**config.mk**
```make
export PLATFORM = sky130hd
export DESIGN_NAME = pipe_stage_skid_flat
export DESIGN_NICKNAME = d
export VERILOG_FILES = /design/src/rtl/pipe_stage_skid_if.sv /design/src/rtl/pipe_stage_skid.sv /design/src/flat_wrapper.sv
export SDC_FILE = /design/constraint.sdc
export NUM_CORES = 1
export LEC_CHECK = 0
export ABC_CLOCK_PERIOD_IN_PS = 2300
export BUFFER_PORTS_ARGS = -buffer_cell sky130_fd_sc_hd__buf_2
export CORE_AREA = 2 2 173 175
export DETAILED_ROUTE_END_ITERATION = 10
export DIE_AREA = 0 0 175 177
export PLACE_DENSITY = 0.71
export SETUP_SLACK_MARGIN = 0.05
export SYNTH_ARGS = -nofsm -noshare
export SYNTH_HDL_FRONTEND = slang
export SYNTH_SLANG_ARGS = --single-unit
```
**constraint.sdc**
```tcl
create_clock -name clk -period 2.3 [get_ports clk]
set_input_delay 0.23 -clock clk [delete_from_list [all_inputs] [get_ports clk]]
set_output_delay 0.23 -clock clk [all_outputs]
set_load 0.01 [all_outputs]
```
**src/rtl/pipe_stage_skid_if.sv**
```systemverilog
// pipe_stage_skid_if: upstream/downstream handshake and payload bundle for pipe_stage_skid.
interface pipe_stage_skid_if #(
  parameter int DATA_W = 64,
  parameter int EXC_W  = 5
);
  logic              in_valid;
  logic              in_ready;
  logic [31:0]       in_pc;
  logic [DATA_W-1:0] in_data;
  logic [EXC_W-1:0]  in_exc;
  logic              in_bd;
  logic              out_valid;
  logic              out_ready;
  logic [31:0]       out_pc;
  logic [31:0]       out_pc8;
  logic [DATA_W-1:0] out_data;
  logic [EXC_W-1:0]  out_exc;
  logic              out_bd;
  modport slave (
    input  in_valid, in_pc, in_data, in_exc, in_bd, out_ready,
    output in_ready, out_valid, out_pc, out_pc8, out_data, out_exc, out_bd
  );
  modport master (
    output in_valid, in_pc, in_data, in_exc, in_bd, out_ready,
    input  in_ready, out_valid, out_pc, out_pc8, out_data, out_exc, out_bd
  );
endinterface

```
**src/rtl/pipe_stage_skid.sv**
```systemverilog
// pipe_stage_skid: two-entry (MAIN + SKID) pipeline register with registered in_ready,
// flush and exception redirect.
module pipe_stage_skid #(
  parameter int          DATA_W   = 64,
  parameter int          EXC_W    = 5,
  parameter logic [31:0] PC_RESET = 32'hBFC00000,
  parameter logic [31:0] PC_EXC   = 32'hBFC00380,
  parameter logic [31:0] PC_INC   = 32'd8
) (
  input  logic clk,
  input  logic reset,
  input  logic flush,
  input  logic req,
  pipe_stage_skid_if.slave bus
);
  typedef struct packed {
    logic [31:0]       pc;
    logic [31:0]       pc8;
    logic [DATA_W-1:0] data;
    logic [EXC_W-1:0]  exc;
    logic              bd;
  } entry_t;
  typedef enum logic [1:0] {EMPTY, ONE, TWO} state_t;
  state_t r_state, w_state_nxt;
  entry_t r_main, r_skid, w_main_nxt, w_skid_nxt, w_new, w_exc;
  logic   r_in_ready, w_in_xfer, w_out_xfer;
  assign w_in_xfer  = bus.in_valid & r_in_ready;
  assign w_out_xfer = (r_state != EMPTY) & bus.out_ready;
  always_comb begin
    w_new      = '0;
    w_new.pc   = bus.in_pc;
    w_new.pc8  = bus.in_pc + PC_INC;
    w_new.data = bus.in_data;
    w_new.exc  = bus.in_exc;
    w_new.bd   = bus.in_bd;
    w_exc      = '0;
    w_exc.pc   = PC_EXC;
    w_exc.pc8  = PC_EXC + PC_INC;
  end
  // req outranks flush, which outranks any transfer; both drop a concurrent input beat
  always_comb begin
    w_state_nxt = r_state;
    w_main_nxt  = r_main;
    w_skid_nxt  = r_skid;
    if (req) begin
      w_state_nxt = ONE;
      w_main_nxt  = w_exc;
      w_skid_nxt  = '0;
    end else if (flush) begin
      w_state_nxt = EMPTY;
      w_main_nxt  = '0;
      w_skid_nxt  = '0;
    end else if (r_state == EMPTY) begin
      if (w_in_xfer) begin
        w_state_nxt = ONE;
        w_main_nxt  = w_new;
      end
    end else if (r_state == ONE) begin
      if (w_in_xfer && w_out_xfer) w_main_nxt = w_new;
      else if (w_in_xfer) begin
        w_state_nxt = TWO;
        w_skid_nxt  = w_new;
      end else if (w_out_xfer) w_state_nxt = EMPTY;
    end else if (w_out_xfer) begin
      w_state_nxt = ONE;
      w_main_nxt  = r_skid;
      w_skid_nxt  = '0;
    end
  end
  always_ff @(posedge clk or negedge reset) begin
    if (!reset) begin
      r_state     <= EMPTY;
      r_in_ready  <= 1'b1;
      r_main      <= '0;
      r_main.pc   <= PC_RESET;
      r_main.pc8  <= PC_RESET + PC_INC;
      r_skid      <= '0;
    end else begin
      r_state    <= w_state_nxt;
      r_in_ready <= (w_state_nxt != TWO);
      r_main     <= w_main_nxt;
      r_skid     <= w_skid_nxt;
    end
  end
  assign bus.in_ready  = r_in_ready;
  assign bus.out_valid = (r_state != EMPTY);
  assign bus.out_pc    = r_main.pc;
  assign bus.out_pc8   = r_main.pc8;
  assign bus.out_data  = r_main.data;
  assign bus.out_exc   = r_main.exc;
  assign bus.out_bd    = r_main.bd;
endmodule

```
**src/flat_wrapper.sv**
```systemverilog
// flat-port wrapper written by rule: the top's interface ports become plain ports
module pipe_stage_skid_flat 
#(
  parameter int          DATA_W   = 64,
  parameter int          EXC_W    = 5,
  parameter logic [31:0] PC_RESET = 32'hBFC00000,
  parameter logic [31:0] PC_EXC   = 32'hBFC00380,
  parameter logic [31:0] PC_INC   = 32'd8
)
  (clk, reset, flush, req, bus_in_valid, bus_in_pc, bus_in_data, bus_in_exc, bus_in_bd, bus_out_ready, bus_in_ready, bus_out_valid, bus_out_pc, bus_out_pc8, bus_out_data, bus_out_exc, bus_out_bd);
  pipe_stage_skid_if #(.DATA_W(DATA_W), .EXC_W(EXC_W)) bus_i ();
  input  logic clk;
  input  logic reset;
  input  logic flush;
  input  logic req;
  input wire logic [$bits(bus_i.in_valid)-1:0] bus_in_valid;
  input wire logic [$bits(bus_i.in_pc)-1:0] bus_in_pc;
  input wire logic [$bits(bus_i.in_data)-1:0] bus_in_data;
  input wire logic [$bits(bus_i.in_exc)-1:0] bus_in_exc;
  input wire logic [$bits(bus_i.in_bd)-1:0] bus_in_bd;
  input wire logic [$bits(bus_i.out_ready)-1:0] bus_out_ready;
  output wire logic [$bits(bus_i.in_ready)-1:0] bus_in_ready;
  output wire logic [$bits(bus_i.out_valid)-1:0] bus_out_valid;
  output wire logic [$bits(bus_i.out_pc)-1:0] bus_out_pc;
  output wire logic [$bits(bus_i.out_pc8)-1:0] bus_out_pc8;
  output wire logic [$bits(bus_i.out_data)-1:0] bus_out_data;
  output wire logic [$bits(bus_i.out_exc)-1:0] bus_out_exc;
  output wire logic [$bits(bus_i.out_bd)-1:0] bus_out_bd;
  assign bus_i.in_valid = bus_in_valid;
  assign bus_i.in_pc = bus_in_pc;
  assign bus_i.in_data = bus_in_data;
  assign bus_i.in_exc = bus_in_exc;
  assign bus_i.in_bd = bus_in_bd;
  assign bus_i.out_ready = bus_out_ready;
  assign bus_in_ready = bus_i.in_ready;
  assign bus_out_valid = bus_i.out_valid;
  assign bus_out_pc = bus_i.out_pc;
  assign bus_out_pc8 = bus_i.out_pc8;
  assign bus_out_data = bus_i.out_data;
  assign bus_out_exc = bus_i.out_exc;
  assign bus_out_bd = bus_i.out_bd;
  pipe_stage_skid #(.DATA_W(DATA_W), .EXC_W(EXC_W), .PC_RESET(PC_RESET), .PC_EXC(PC_EXC), .PC_INC(PC_INC)) u_core (.clk(clk), .reset(reset), .flush(flush), .req(req), .bus(bus_i));
endmodule
```
==> run metrics <==
Iter 0 DRT Violations 786; leakage 6.95 nW; Avg WL per Cell 18.3 µm; Req. time, crit path 2.74 ns; vias 9510; post-CTS sizing 0; simple-gate share of the synthesized area 10.3%; Rows 63; Total Wirelength 32400 µm; M3 GR Usage 3.39%; clock skew ~0.010 ns; Post-Synth XOR/XNOR Area 1.67%; Via density 5.37; Hold Vio Cnt, Final 0; multi-input logic area 4520 µm²; GRT Total Usage 20.6%; die width 175 µm; Worst VDD drop 494 µV; # placed instances 1630; Mapped Cells 1055; Final Max Tran Viols 0; worst hold path type primary input to flop; Tot Pwr 10.5 mW; # fillers between 2000 and 3000; YS warnings 0; crit path capture type flop; gr ovfl total 0; Post-synth top flop dfrtp_1; final setup vio count 0; worst rel slew slack between 50% and 60%; Core Area 29200 µm²; Max Buffers Root-to-Sink 3; area of the die ~31000 µm²; largest cells by area after synthesis dfrtp_1 53%, mux2i_1 9.1%, a22o_1 8.1%, o21ai_0 5.7%, nand2_1 5.0%; largest net degree at the start of global routing 79; CTS buffer count 29; post-placement setup slack 0.321 ns; sequential fraction of design power a little under half; Max-cap violations 0; data arrival time of the worst path 2.43 ns; first-pass GRT wire length ~52000 µm; Gate power share 10.6%; met2 Usage GRT 34.3%; drt pass-1 iters 5; kind of critical path primary input to flop; CP max FO 8; Yosys top cell area share 53.1%; unrepaired setup endpoints after global routing no; final setup margin 0.303 ns; Layout area overhead 30.2%; Layout Cells excl Fill between 1500 and 2000; Post-CTS Hold Buffers 88; Tmin final 2.00 ns; number of synthesized register bits around 270; Syn Area/Cell 10.9 µm²; initial antenna violation count 1; Ports 244; fin crit share 86.8%; worst-margin pin slew 0.682 ns; Sw Pwr roughly 2.6 mW; sequential element share of the synthesized area 57.6%; number of port buffers approximately 240; clock group share of total power 42.6%; share of cells above drive strength 1 25.1%; clk slew on worst S/H paths 0.06 ns; Core Util, Final 51.4%; mux share of post-synthesis cell area 9.10%; Final GP Congestion 0.777; largest area contributor in the netlist dfrtp_1; most frequent cell after synthesis dfrtp_1; Post-synth EDFFs 0; cell internal pwr 7.91 mW; power density cells 699 nW/µm²; commonest cells in the synthesized netlist 245 x dfrtp_1, 155 x nand2_1, 132 x o21ai_0, 107 x a22o_1, 105 x mux2i_1; H-tree depth 1; Root Driver clkbuf_16; post-synthesis cell area 11600 µm²; Reg area between 6000 and 7000 µm²; CP startpoint kind primary input; post-DP HPWL 20300 µm; library cells used by synthesis 49; status completed; clk sink count 265; DRC 0; GR peak layer met2; die height 177 µm; Antenna Violating Nets Remaining 0; vias in the first global route 9784; GR Util met1 27.0%; largest family of logic cells by synthesized area compound AO/OA/AOI/OAI gates; complex-gate fraction of the synthesized area approximately 18%; TNS Setup 0 ns; CTS tree done; switching share of power between 20% and 30%; Setup Buffers After CTS 0; Initial Util 39.5%; Async SR Flop Fraction 100%; post-layout net count 1468; clock latency on the worst-skew pair 0.55 ns; Peak Freq 501 MHz; adder-cell share of the synthesized area less than 1%; Syn Nets approximately 1200
[flip-flops by register name (all words and copies together), names as in the netlist]
| register | count |
|---|---|
| u_core.bus.out_bd | 1 |
| u_core.bus.out_pc8 | 32 |
| u_core.bus.out_exc | 5 |
| u_core.bus.out_pc | 29 |
| u_core.r_skid | 131 |
| u_core.bus.out_data | 64 |
| u_core.r_state | 2 |
| u_core.bus.in_ready | 1 |
[metrics by stage]
stage / hold slack (ns) / cell area (µm²)
2_1_floorplan: -0.0656 / 11600
3_3_place_gp: 0.205 / 13200
3_5_place_dp: 0.206 / 13200
4_1_cts: 0.00204 / 15000
5_1_grt: 0.0201 / 15000
6_report: 0.0270 / 15000
[logic make-up after synthesis]
logic type,count (synthesis)
fa+ha+maj,1
compound gates,309
xor+xnor,22
flops,265
buf+inv,88
simple gates,265
mux,105
[per-layer routing]
metal | part of all wire [%] | routed length [µm] | vias up
li1 | - | - | 4381
met1 | 43 | 14000 | 4770
met2 | 48 | 15600 | 284
met3 | 5.2 | 1670 | 75
met4 | 3.4 | 1090 | 0
met5 | 0 | 0 | -
[worst paths after layout]
path                                   startpoint                      end  slack [ns]  cells after the start
worst min register to register  u_core.r_skid[98]        u_core.r_skid[98]        0.46                      2
max in group asynchronous                   reset  u_core.bus.out_data[19]        1.32                      3
worst max register to register  u_core.r_state[1]        u_core.r_skid[47]        0.33                      5
worst min-delay path                bus_in_pc[11]       u_core.r_skid[113]        0.03                      2
worst max-delay path                 bus_in_pc[3]        u_core.r_skid[99]        0.30                      8
min in group asynchronous                   reset    u_core.bus.out_pc[11]        0.21                      2
[worst max-delay path, stage by stage]
cell,delay [ns]
dlygate4sd3_1,0.56
buf_2,0.17
ha_1,0.24
and3_2,0.28
nand4_4,0.19
o31a_1,0.34
or2_1,0.22
a22o_1,0.19
[cells in the final DEF (no fill, tap or decap), types with 4 or more instances in the layout]
master	instances
xnor2_1	13
o31a_1	5
dfrtp_1	244
dlygate4sd3_1	88
nor3_1	7
a32oi_1	10
xor2_1	9
nor4_1	6
buf_12	11
a22o_1	107
dfstp_2	20
nor2_1	52
nand2b_1	6
clkbuf_16	29
buf_4	15
inv_1	4
nand3_1	9
clkbuf_8	6
buf_2	242
mux2i_1	105
clkinv_2	4
a21oi_1	17
o21ai_0	132
clkbuf_1	9
o21ai_1	23
nand2_1	155
nand4_1	5
a211oi_1	4
and3_1	4
[layout make-up]
cell class	instances	share of cell area (%)
repair buffers	357	16.2
multi-input cells	702	30.0
diodes	1	0.0166
clock buffers	44	5.60
inverters	4	0.0998
well taps	390	3.24
flip-flops and latches	265	44.3
clock inverters	8	0.499
[power by group through the flow]
| stage | registers, mW | clock network [mW] | logic [mW] |
|---|---|---|---|
| 2_1_floorplan | 5.04 | 0 | 0.410 |
| 3_3_place_gp | 5.00 | 0 | 0.978 |
| 3_5_place_dp | 5.00 | 0 | 0.993 |
| 4_1_cts | 4.92 | 4.57 | 1.11 |
| 5_1_grt | 4.94 | 4.78 | 1.22 |
| 6_report | 4.92 | 4.48 | 1.11 |
Power figures use the tool's default switching activity.
